==> src/rtl/mac_frame_gen_lanes.sv <==
// -----------------------------------------------------------------------------
// mac_frame_gen_lanes
//
// Generates complete Ethernet frames on a DATA_BYTES-lane MII-style bus:
// Start, preamble, SFD, DA/SA/type header, pattern payload, optional zero
// padding, CRC-32 FCS, Terminate and an all-Idle inter-packet gap. It can send
// a burst of N frames or run continuously until stopped, and can optionally
// invert the FCS to produce deliberately bad frames.
//
// Parameters
//   DATA_BYTES        lanes per word (4 or 8)
//   PAYLOAD_MAX_SIZE  payload length ceiling in bytes
//   IPG_BYTES         minimum inter-packet gap in bytes
//
// Ports
//   clk               clock
//   i_rst             synchronous active-high reset
//   i_start           starts a burst (ignored while o_busy=1)
//   i_stop            ends the burst after the current frame and its gap
//   i_frame_count     frames per burst, 0 = continuous
//   i_dest_address    destination MAC, MSB byte first on the wire
//   i_src_address     source MAC, MSB byte first on the wire
//   i_eth_type        EtherType/length, MSB byte first on the wire
//   i_payload_length  payload bytes, saturated to PAYLOAD_MAX_SIZE
//   i_pattern_byte    fixed payload byte
//   i_mode            [0] no padding, [1] corrupt FCS, [2] incrementing payload
//   o_mii_data        lane k = bits [8k+7:8k], lane 0 first on the wire
//   o_mii_ctrl        per-lane control-character flag
//   o_tx_valid        high from the Start word through the Terminate word
//   o_busy            burst active
//   o_done            one-cycle pulse at the end of a burst
//   o_frame_cnt       frames completed in the current burst
// -----------------------------------------------------------------------------
module mac_frame_gen_lanes #(
    parameter int unsigned DATA_BYTES       = 8,
    parameter int unsigned PAYLOAD_MAX_SIZE = 1500,
    parameter int unsigned IPG_BYTES        = 12
) (
    input  logic                      clk,
    input  logic                      i_rst,
    input  logic                      i_start,
    input  logic                      i_stop,
    input  logic [15:0]               i_frame_count,
    input  logic [47:0]               i_dest_address,
    input  logic [47:0]               i_src_address,
    input  logic [15:0]               i_eth_type,
    input  logic [15:0]               i_payload_length,
    input  logic [7:0]                i_pattern_byte,
    input  logic [2:0]                i_mode,
    output logic [8*DATA_BYTES-1:0]   o_mii_data,
    output logic [DATA_BYTES-1:0]     o_mii_ctrl,
    output logic                      o_tx_valid,
    output logic                      o_busy,
    output logic                      o_done,
    output logic [15:0]               o_frame_cnt
);

    localparam int unsigned IPG_WORDS = (IPG_BYTES + DATA_BYTES - 1) / DATA_BYTES;
    localparam logic [15:0] IPG_LAST  = 16'(IPG_WORDS - 1);
    localparam logic [15:0] PMAX      = 16'(PAYLOAD_MAX_SIZE);
    localparam logic [15:0] MIN_BODY  = 16'd46;

    localparam logic [8*DATA_BYTES-1:0] IDLE_DATA = {DATA_BYTES{8'h07}};

    typedef enum logic [1:0] {
        S_IDLE,
        S_FRAME,
        S_IPG
    } state_t;

    state_t r_state;
    state_t w_state_nxt;

    // Per-frame configuration snapshot
    logic [47:0] r_da;
    logic [47:0] r_sa;
    logic [15:0] r_type;
    logic [15:0] r_plen;
    logic [7:0]  r_pattern;
    logic [2:0]  r_mode;
    // Per-burst state
    logic [15:0] r_count;
    logic        r_stop;
    logic [15:0] r_frame_cnt;

    logic [15:0] r_word;
    logic [15:0] r_ipg;
    logic [31:0] r_crc;

    logic [8*DATA_BYTES-1:0] r_mii_data;
    logic [DATA_BYTES-1:0]   r_mii_ctrl;
    logic                    r_tx_valid;
    logic                    r_busy;
    logic                    r_done;

    logic                    w_frame_start;
    logic                    w_burst_start;
    logic                    w_more;
    logic [15:0]             w_body;
    logic [15:0]             w_fcs_b;
    logic [15:0]             w_term_b;
    logic [15:0]             w_base;
    logic                    w_term_word;
    logic [31:0]             w_crc;
    logic [8*DATA_BYTES-1:0] w_lane_data;
    logic [DATA_BYTES-1:0]   w_lane_ctrl;

    // Reflected CRC-32 (poly 0xEDB88320), one byte, LSB first.
    function automatic logic [31:0] crc_byte(input logic [31:0] c, input logic [7:0] d);
        logic [31:0] x;
        x = c ^ {24'h0, d};
        for (int unsigned i = 0; i < 8; i++) begin
            x = x[0] ? ((x >> 1) ^ 32'hEDB88320) : (x >> 1);
        end
        return x;
    endfunction

    // Frame geometry derived from the snapshot
    always_comb begin
        w_body      = (r_mode[0] || r_plen >= MIN_BODY) ? r_plen : MIN_BODY;
        w_fcs_b     = 16'd22 + w_body;
        w_term_b    = w_fcs_b + 16'd4;
        w_base      = 16'(r_word * DATA_BYTES);
        w_term_word = (w_term_b >= w_base) && ((w_term_b - w_base) < 16'(DATA_BYTES));
        w_more      = !r_stop && !i_stop && ((r_count == '0) || (r_frame_cnt < r_count));
    end

    // Lane generation. Lanes are walked in wire order so the running CRC has
    // absorbed every data byte of this word before any FCS lane reads it; an
    // FCS split across two words sees r_crc unchanged in the second word.
    always_comb begin
        logic [15:0] b;
        logic [7:0]  d;
        logic        c;
        w_crc       = r_crc;
        w_lane_data = IDLE_DATA;
        w_lane_ctrl = '1;
        for (int unsigned k = 0; k < DATA_BYTES; k++) begin
            b = w_base + 16'(k);
            d = 8'h07;
            c = 1'b1;
            if (b == 16'd0) begin
                d = 8'hFB;
            end else if (b < 16'd7) begin
                d = 8'h55;
                c = 1'b0;
            end else if (b == 16'd7) begin
                d = 8'hD5;
                c = 1'b0;
            end else if (b < w_fcs_b) begin
                c = 1'b0;
                if (b < 16'd14) begin
                    d = 8'(r_da >> (8 * (16'd13 - b)));
                end else if (b < 16'd20) begin
                    d = 8'(r_sa >> (8 * (16'd19 - b)));
                end else if (b == 16'd20) begin
                    d = r_type[15:8];
                end else if (b == 16'd21) begin
                    d = r_type[7:0];
                end else if (b < (16'd22 + r_plen)) begin
                    d = r_mode[2] ? 8'(b - 16'd22) : r_pattern;
                end else begin
                    d = 8'h00;
                end
                w_crc = crc_byte(w_crc, d);
            end else if (b < w_term_b) begin
                c = 1'b0;
                // Normal FCS is ~crc; the corrupted one is its inverse.
                d = 8'((r_mode[1] ? w_crc : ~w_crc) >> {2'(b - w_fcs_b), 3'b000});
            end else if (b == w_term_b) begin
                d = 8'hFD;
            end
            w_lane_data[8*k +: 8] = d;
            w_lane_ctrl[k]        = c;
        end
    end

    // FSM state register
    always_ff @(posedge clk) begin
        if (i_rst) begin
            r_state <= S_IDLE;
        end else begin
            r_state <= w_state_nxt;
        end
    end

    // FSM next state
    always_comb begin
        w_state_nxt   = r_state;
        w_frame_start = 1'b0;
        w_burst_start = 1'b0;
        case (r_state)
            S_IDLE: begin
                if (i_start && !r_busy) begin
                    w_state_nxt   = S_FRAME;
                    w_frame_start = 1'b1;
                    w_burst_start = 1'b1;
                end
            end
            S_FRAME: begin
                if (w_term_word) begin
                    w_state_nxt = S_IPG;
                end
            end
            S_IPG: begin
                if (r_ipg == IPG_LAST) begin
                    if (w_more) begin
                        w_state_nxt   = S_FRAME;
                        w_frame_start = 1'b1;
                    end else begin
                        w_state_nxt = S_IDLE;
                    end
                end
            end
            default: w_state_nxt = S_IDLE;
        endcase
    end

    // Datapath and registered outputs
    always_ff @(posedge clk) begin
        if (i_rst) begin
            r_da        <= '0;
            r_sa        <= '0;
            r_type      <= '0;
            r_plen      <= '0;
            r_pattern   <= '0;
            r_mode      <= '0;
            r_count     <= '0;
            r_stop      <= 1'b0;
            r_frame_cnt <= '0;
            r_word      <= '0;
            r_ipg       <= '0;
            r_crc       <= '1;
            r_mii_data  <= IDLE_DATA;
            r_mii_ctrl  <= '1;
            r_tx_valid  <= 1'b0;
            r_busy      <= 1'b0;
            r_done      <= 1'b0;
        end else begin
            if (w_frame_start) begin
                r_da      <= i_dest_address;
                r_sa      <= i_src_address;
                r_type    <= i_eth_type;
                r_plen    <= (i_payload_length > PMAX) ? PMAX : i_payload_length;
                r_pattern <= i_pattern_byte;
                r_mode    <= i_mode;
                r_word    <= '0;
                r_crc     <= '1;
            end else if (r_state == S_FRAME) begin
                r_word <= r_word + 16'd1;
                r_crc  <= w_crc;
            end

            r_ipg <= (r_state == S_IPG) ? (r_ipg + 16'd1) : '0;

            // A stop coinciding with the start is kept, giving a one-frame burst.
            if (w_burst_start) begin
                r_count     <= i_frame_count;
                r_stop      <= i_stop;
                r_frame_cnt <= '0;
            end else begin
                if (i_stop && r_state != S_IDLE) begin
                    r_stop <= 1'b1;
                end
                if (r_state == S_FRAME && w_term_word) begin
                    r_frame_cnt <= r_frame_cnt + 16'd1;
                end
            end

            if (r_state == S_FRAME) begin
                r_mii_data <= w_lane_data;
                r_mii_ctrl <= w_lane_ctrl;
            end else begin
                r_mii_data <= IDLE_DATA;
                r_mii_ctrl <= '1;
            end
            r_tx_valid <= (r_state == S_FRAME);
            r_busy     <= (r_state != S_IDLE);
            // Busy still showing the last gap word while the FSM is back in IDLE.
            r_done     <= (r_state == S_IDLE) && r_busy;
        end
    end

    assign o_mii_data  = r_mii_data;
    assign o_mii_ctrl  = r_mii_ctrl;
    assign o_tx_valid  = r_tx_valid;
    assign o_busy      = r_busy;
    assign o_done      = r_done;
    assign o_frame_cnt = r_frame_cnt;

endmodule
==> config.mk <==
export PLATFORM = sky130hd
export DESIGN_NAME = mac_frame_gen_lanes
export DESIGN_NICKNAME = d
export VERILOG_FILES = /design/src/rtl/mac_frame_gen_lanes.sv
export SDC_FILE = /design/constraint.sdc
export NUM_CORES = 2
export LEC_CHECK = 0
export BUFFER_PORTS_ARGS = -buffer_cell sky130_fd_sc_hd__buf_2
export CAP_MARGIN = 20
export CORE_MARGIN = 2
export CORE_UTILIZATION = 40
export CTS_CLUSTER_SIZE = 12
export DETAILED_ROUTE_END_ITERATION = 8
export HOLD_SLACK_MARGIN = 0.06
export PLACE_DENSITY_LB_ADDON = 0.12
export SETUP_SLACK_MARGIN = 0.02
export SLEW_MARGIN = 0
export SYNTH_ARGS = -nofsm -noshare
export SYNTH_HDL_FRONTEND = slang
export SYNTH_SLANG_ARGS = --single-unit
==> constraint.sdc <==
create_clock -name clk -period 19.9 [get_ports clk]
set_input_delay 0 -clock clk [delete_from_list [all_inputs] [get_ports clk]]
set_output_delay 0 -clock clk [all_outputs]
set_load 0.01 [all_outputs]
# Word level (Yosys, flattened, before mapping)
# Index checks and enable logic that the tools add are counted.
# op_classes
n_addsub	46
n_mul	0
div_mod_pow	0
magnitude_cmp	53
eq_ne	35
shift	24
mux	272
bitwise	82
n_reduce_logical	45
# op_table
op	n
$mux W32	103
$mux W8	124
$not A13 Y14	64
$shr A48 B32 Y8	16
$lt A16 B16 Y1	25
$not A32 Y32	8
$shr A32 B5 Y8	8
$xor A32 B8 Y32	8
$eq A16 B5 Y1 const B	14
$logic_not A16 Y1	9
$lt A16 B4 Y1 const B	9
$sub A4 B16 Y17 const A	8
$sub A5 B16 Y17 const A	8
$eq A16 B16 Y1	8
$lt A16 B3 Y1 const B	8
$lt A16 B5 Y1 const B	8
$eq A16 B3 Y1 const B	7
$add A16 B3 Y16 const B	5
$add A16 B1 Y16 const B	4
$sub A8 B5 Y8 const B	8
$mux W1	38
$reduce_or A5 Y1	7
$add A16 B2 Y16 const B	2
$add A5 B16 Y16 const A	2
24 further kinds	56
# totals
reg_bits	313
latchBits	0
ram_bits	0
rom_bits	0
in_bits	159
out_inout_bits	91
wordCells	598
memories	0

# Logic depth before layout (Yosys ltp)
# logic_depth
depth_word	175
depth_mapped	54
ltp_nobuf	48

# Worst setup path after synthesis
# No wires, ideal clock.
# synth_timing
path_type	reg-to-reg
startpoint	register r_plen[7]
endpoint	register r_crc[29]
setup_time_ns	0.128
arrival_ns	12.465
required_time_ns	19.772
path_slack_ns	7.307
stages_incl_launch_ff	50
path_buffers	6
period_less_slack_ns	12.593
path_cell_list	dfxtp_1 > clkbuf_1 > nor4_1 > a41o_1 > clkinv_1 > clkbuf_1 > ha_1 > nor2_1 > nor2_1 > nor2_1 > nand4_1 > xor2_1 > ha_1 > nand4_1 > nor2_1 > inv_1 > o221a_2 > nand2_1 > [... 14 more ...] > o211ai_1 > and2_1 > xnor2_1 > xnor3_1 > mux2i_1 > or3_1 > and3_1 > or2_1 > a2111o_1 > or2_1 > buf_4 > a2111oi_2 > nand4_2 > xor2_1 > xnor2_2 > xor2_1 > a21oi_1 > o21ai_1
# synth_via
elab_chain_len	136
word_cells_on_any_way	253
classes_between	2 x add/sub; 17 x order compare; 165 x mux; 68 x bitwise; 1 x reduce/logical
# synth_lines
item	line	text
start, declared	78	logic [15:0] r_plen;
start signal, assigned	244	r_plen <= (i_payload_length > PMAX) ? PMAX : i_payload_length;
$add A5 B16 Y16	160	end else if (b < (16'd22 + r_plen)) begin
$lt A16 B16 Y1	160	
$mux W8	160	
$mux W8	154	end else if (b < 16'd20) begin
$mux W8	152	if (b < 16'd14) begin
$mux W8	150	end else if (b < w_fcs_b) begin
$mux W8	144	end else if (b < 16'd7) begin
$mux W8	142	if (b == 16'd0) begin
[... 120 more ...]	-	
$not A13 Y14 (no line) or $mux W32 (tied branches)	-	
$mux W32	113	x = x[0] ? ((x >> 1) ^ 32'hEDB88320) : (x >> 1);
$not A13 Y14 (no line) or $mux W32 (tied branches)	-	
$mux W32	113	
$mux W32	150	
$mux W32	147	end else if (b == 16'd7) begin
$mux W32	144	
$mux W32 (*)	142	
end signal, assigned	251	r_crc <= w_crc;
end, declared	88	logic [31:0] r_crc;
# Mark *: on every way between the ends. The rest lies on a longest branch, timed or not. The select of a mux whose other input is x is not followed.
# A chain may end at the register's enable or synchronous reset.

# Worst setup path after layout
# layout_timing
startpoint	register r_plen[1]
endpoint	register r_crc[29]
# Same word-level chain as after synthesis.

==> flow_summary.toml <==
[run_status]
outcome = "finished clean"

[finish]
utilization = 0.4831
finalNetCount = 4663
finalInstanceArea_um2 = 36630
layout-drive-gt1-share = 0.1232
area_growth_syn_to_layout_pct = 19.76

[global_route]
grt_max_degree = 98
grt_use_total = 0.3290
grt_pass1_vias = 29740
grt.overflow.total = 0
antenna_found_initial = 3
grt_pass1_wl_mm = 194.7

[clock_tree]
clkLatencyLatePin_ns = 0.61
clk_pin_slew_ns = 0.06
post_cts_resized = 0
cts.htree.levels = 2
post_cts_buffers = 0
cts_buffer_depth = 3
cts_buffers = 39
clockRootBuffer = "clkbuf_16"
hold_buffers = 243
cts_sinks = 310
cts_tree = "built"

[synthesis]
synth_top_area_share = 0.2029
seq_area_frac_synth = 0.2029
ys_ff_latch = 310
synthFlopType = "dfxtp_1"
synth_top_area_cell = "dfxtp_1"
yosysMostFrequentCell = "nand2_1"
yosys-top-cells-area = "dfxtp_1 (20%), xnor2_1 (10%), nand2_1 (7.7%), a21oi_1 (6.5%), xor2_1 (5.2%)"
async_reset_ff_frac = 0
synth_edf_count = 0
synth_nets = 4290
synthCells = 4038
ys_top_cells_by_count = "nand2_1 (628), a21oi_1 (400), xnor2_1 (363), nor2_1 (323), dfxtp_1 (310)"
avgSynthCellArea_um2 = 7.574
yosysWarnings = 0
syn-cell-area_um2 = 30580
synth.distinct_cells = 117

[placed_design]
dpl.hpwl_mm = 102.2
globalplace.congestion = 1.038
port_buffers = 249
place_area_um2 = 32760

[sta]
post-route-min-period_ns = 15.57
slew_headroom = 0.1564
hold_viol_final = 0
rsz0062_at_grt = "no"
layout_worst_path_cycle_share = 0.7823
drv_slew = 0
fmax_ghz = 0.06423
fin_skew_ns = 0.02840
tightest_slew_ns = 1.252
final.setup.tns_ns = 0
setup_viol = 0
hold_slack_ns = 0.1136

[detailed_routing]
drc = 0
drt_iter0_drc = 3686
ant_nets = 0
wl_per_cell_um = 24.67
drtPass1Iterations = 8
vias_per_cell = 5.986
vias = 32450
drt_wl_total_mm = 133.7

[setup_path]
cpPeakStageDelay_ns = 0.81
critPathKind = "reg -> reg"
crit_fanout = 64
required_ns = 20.37
start_kind = "flip-flop"
critPathMostFrequentCell = "nor2_1"
cp_slowest_cell = "nand2_2"
end_kind = "flip-flop"
arrival_ns = 16.04

[power_and_ir_drop]
power.density_nw_per_um2 = 169.7
leakagePower_nw = 14.76
ir_drop_mv = 0.1097

[floorplanning]
core_area_um2 = 75820
die_y_um = 280.5
rows = 101
initial_core_util = 0.4033
fp.dieW_um = 280.5
io_pins = 250
die_area_um2 = 78690

[job]
cap_violations = 0

[min_path]
worstHoldPathType = "in -> reg"
## layout by cell type, fill, tap and decap left out, types with 12 or more instances in the layout
cell,netlist,layout
o22ai_1,20,20
nand4_1,34,34
dlygate4sd3_1,0,243
xnor3_1,49,49
or2_2,13,13
o211ai_1,50,50
clkbuf_16,0,39
mux2_2,14,14
o21ai_0,192,190
nand3_1,91,91
nor3_1,70,69
nor2b_1,19,19
a221oi_1,18,18
o211a_1,18,18
a22oi_1,44,44
xor2_1,182,182
mux2i_1,81,81
nor4_1,37,35
a211oi_1,58,57
nor2_1,323,320
and2_1,49,48
and3_1,43,42
buf_4,4,75
a21oi_1,400,397
and4_1,12,12
nand2b_1,33,33
a31oi_1,33,33
xnor2_1,363,363
ha_1,91,91
dfxtp_1,310,309
inv_1,87,87
a21o_1,39,39
mux4_2,14,14
buf_2,13,248
a211o_1,21,21
nand2_1,628,625
o221ai_1,16,16
o21a_1,25,25
or3_1,43,43
o21ai_1,33,35
## metrics by stage
stage	setup slack (ns)	cells	power, mW
3_5_place_dp	4.791	5100	5.278
5_1_grt	3.378	5419	6.524
6_report	4.331	5421	6.216
4_1_cts	4.757	5414	6.115
2_1_floorplan	7.307	4038	4.301
3_3_place_gp	5.042	5100	5.303
## state kept, by name, summed over array words and instances (netlist names), 16 cells and up
signal and count:
r_plen 16, r_crc 32, r_count 16, r_type 16, r_da 48, r_sa 48, o_mii_data 64, o_frame_cnt 16
r_ipg 16
## critical path, delay by kind of cell (launching register included)
| kind | cells | cell delay [ns] |
|---|---|---|
| and+or+nand+nor | 19 | 6.29 |
| buffers and inverters | 3 | 0.88 |
| adders and majority gates | 3 | 0.83 |
| AOI/OAI and AO/OA | 14 | 3.82 |
| xor gates and xnor gates | 8 | 3.15 |
| DFF | 1 | 0.41 |
## where the power goes
group	switching, mW	leakage, nW	internal (mW)
Sequential	0.0505	2.53	0.659
Clock	0.322	0.675	0.453
Combinational	2.69	11.6	2.04
## routing by layer
| layer | up-vias | wire, um | track usage |
|---|---|---|---|
| met4 | 0 | 5278 | 0.1212 |
| met3 | 245 | 12840 | 0.05687 |
| li1 | 15060 | - | - |
| met5 | - | 0 | 0 |
| met1 | 15470 | 58340 | 0.4622 |
| met2 | 1677 | 57280 | 0.5011 |
## layout make-up
cell class	count	area, um^2
antenna	2	5.005
clock buffer	52	1115
timing repair buffer	571	4282
tap	978	1224
inverter	89	335.3
clock inverter	19	269.0
sequential	310	6210
multi-input combinational	3400	23190
fill	7588	39200
## cell families (layout without fill, tap and decap cells)
| group | count (synthesis) | after routing | synth area share |
|---|---|---|---|
| AO/OA/AOI/OAI | 1101 | 1101 | 0.2329 |
| XOR/XNOR | 631 | 631 | 0.2169 |
| buffers and inverters | 328 | 731 | 0.04202 |
| AND/OR/NAND/NOR | 1465 | 1465 | 0.2241 |
| adder cells (fa/ha/maj) | 93 | 93 | 0.03854 |
| other | 0 | 2 | 0 |
| flip-flops | 310 | 310 | 0.2029 |
| multiplexers | 110 | 110 | 0.04271 |
## path summary, 6_finish.rpt
path	endpoint	slack, ns	depth (start not counted)	from
worst min-delay path	r_plen[2]	0.11	5	i_payload_length[15]
worst max-delay path	r_crc[29]	4.33	47	r_plen[1]
worst min register to register	r_da[13]	0.45	2	r_da[13]
worst max register to register	r_crc[29]	4.33	47	r_plen[1]
Power figures use the tool's default switching activity.
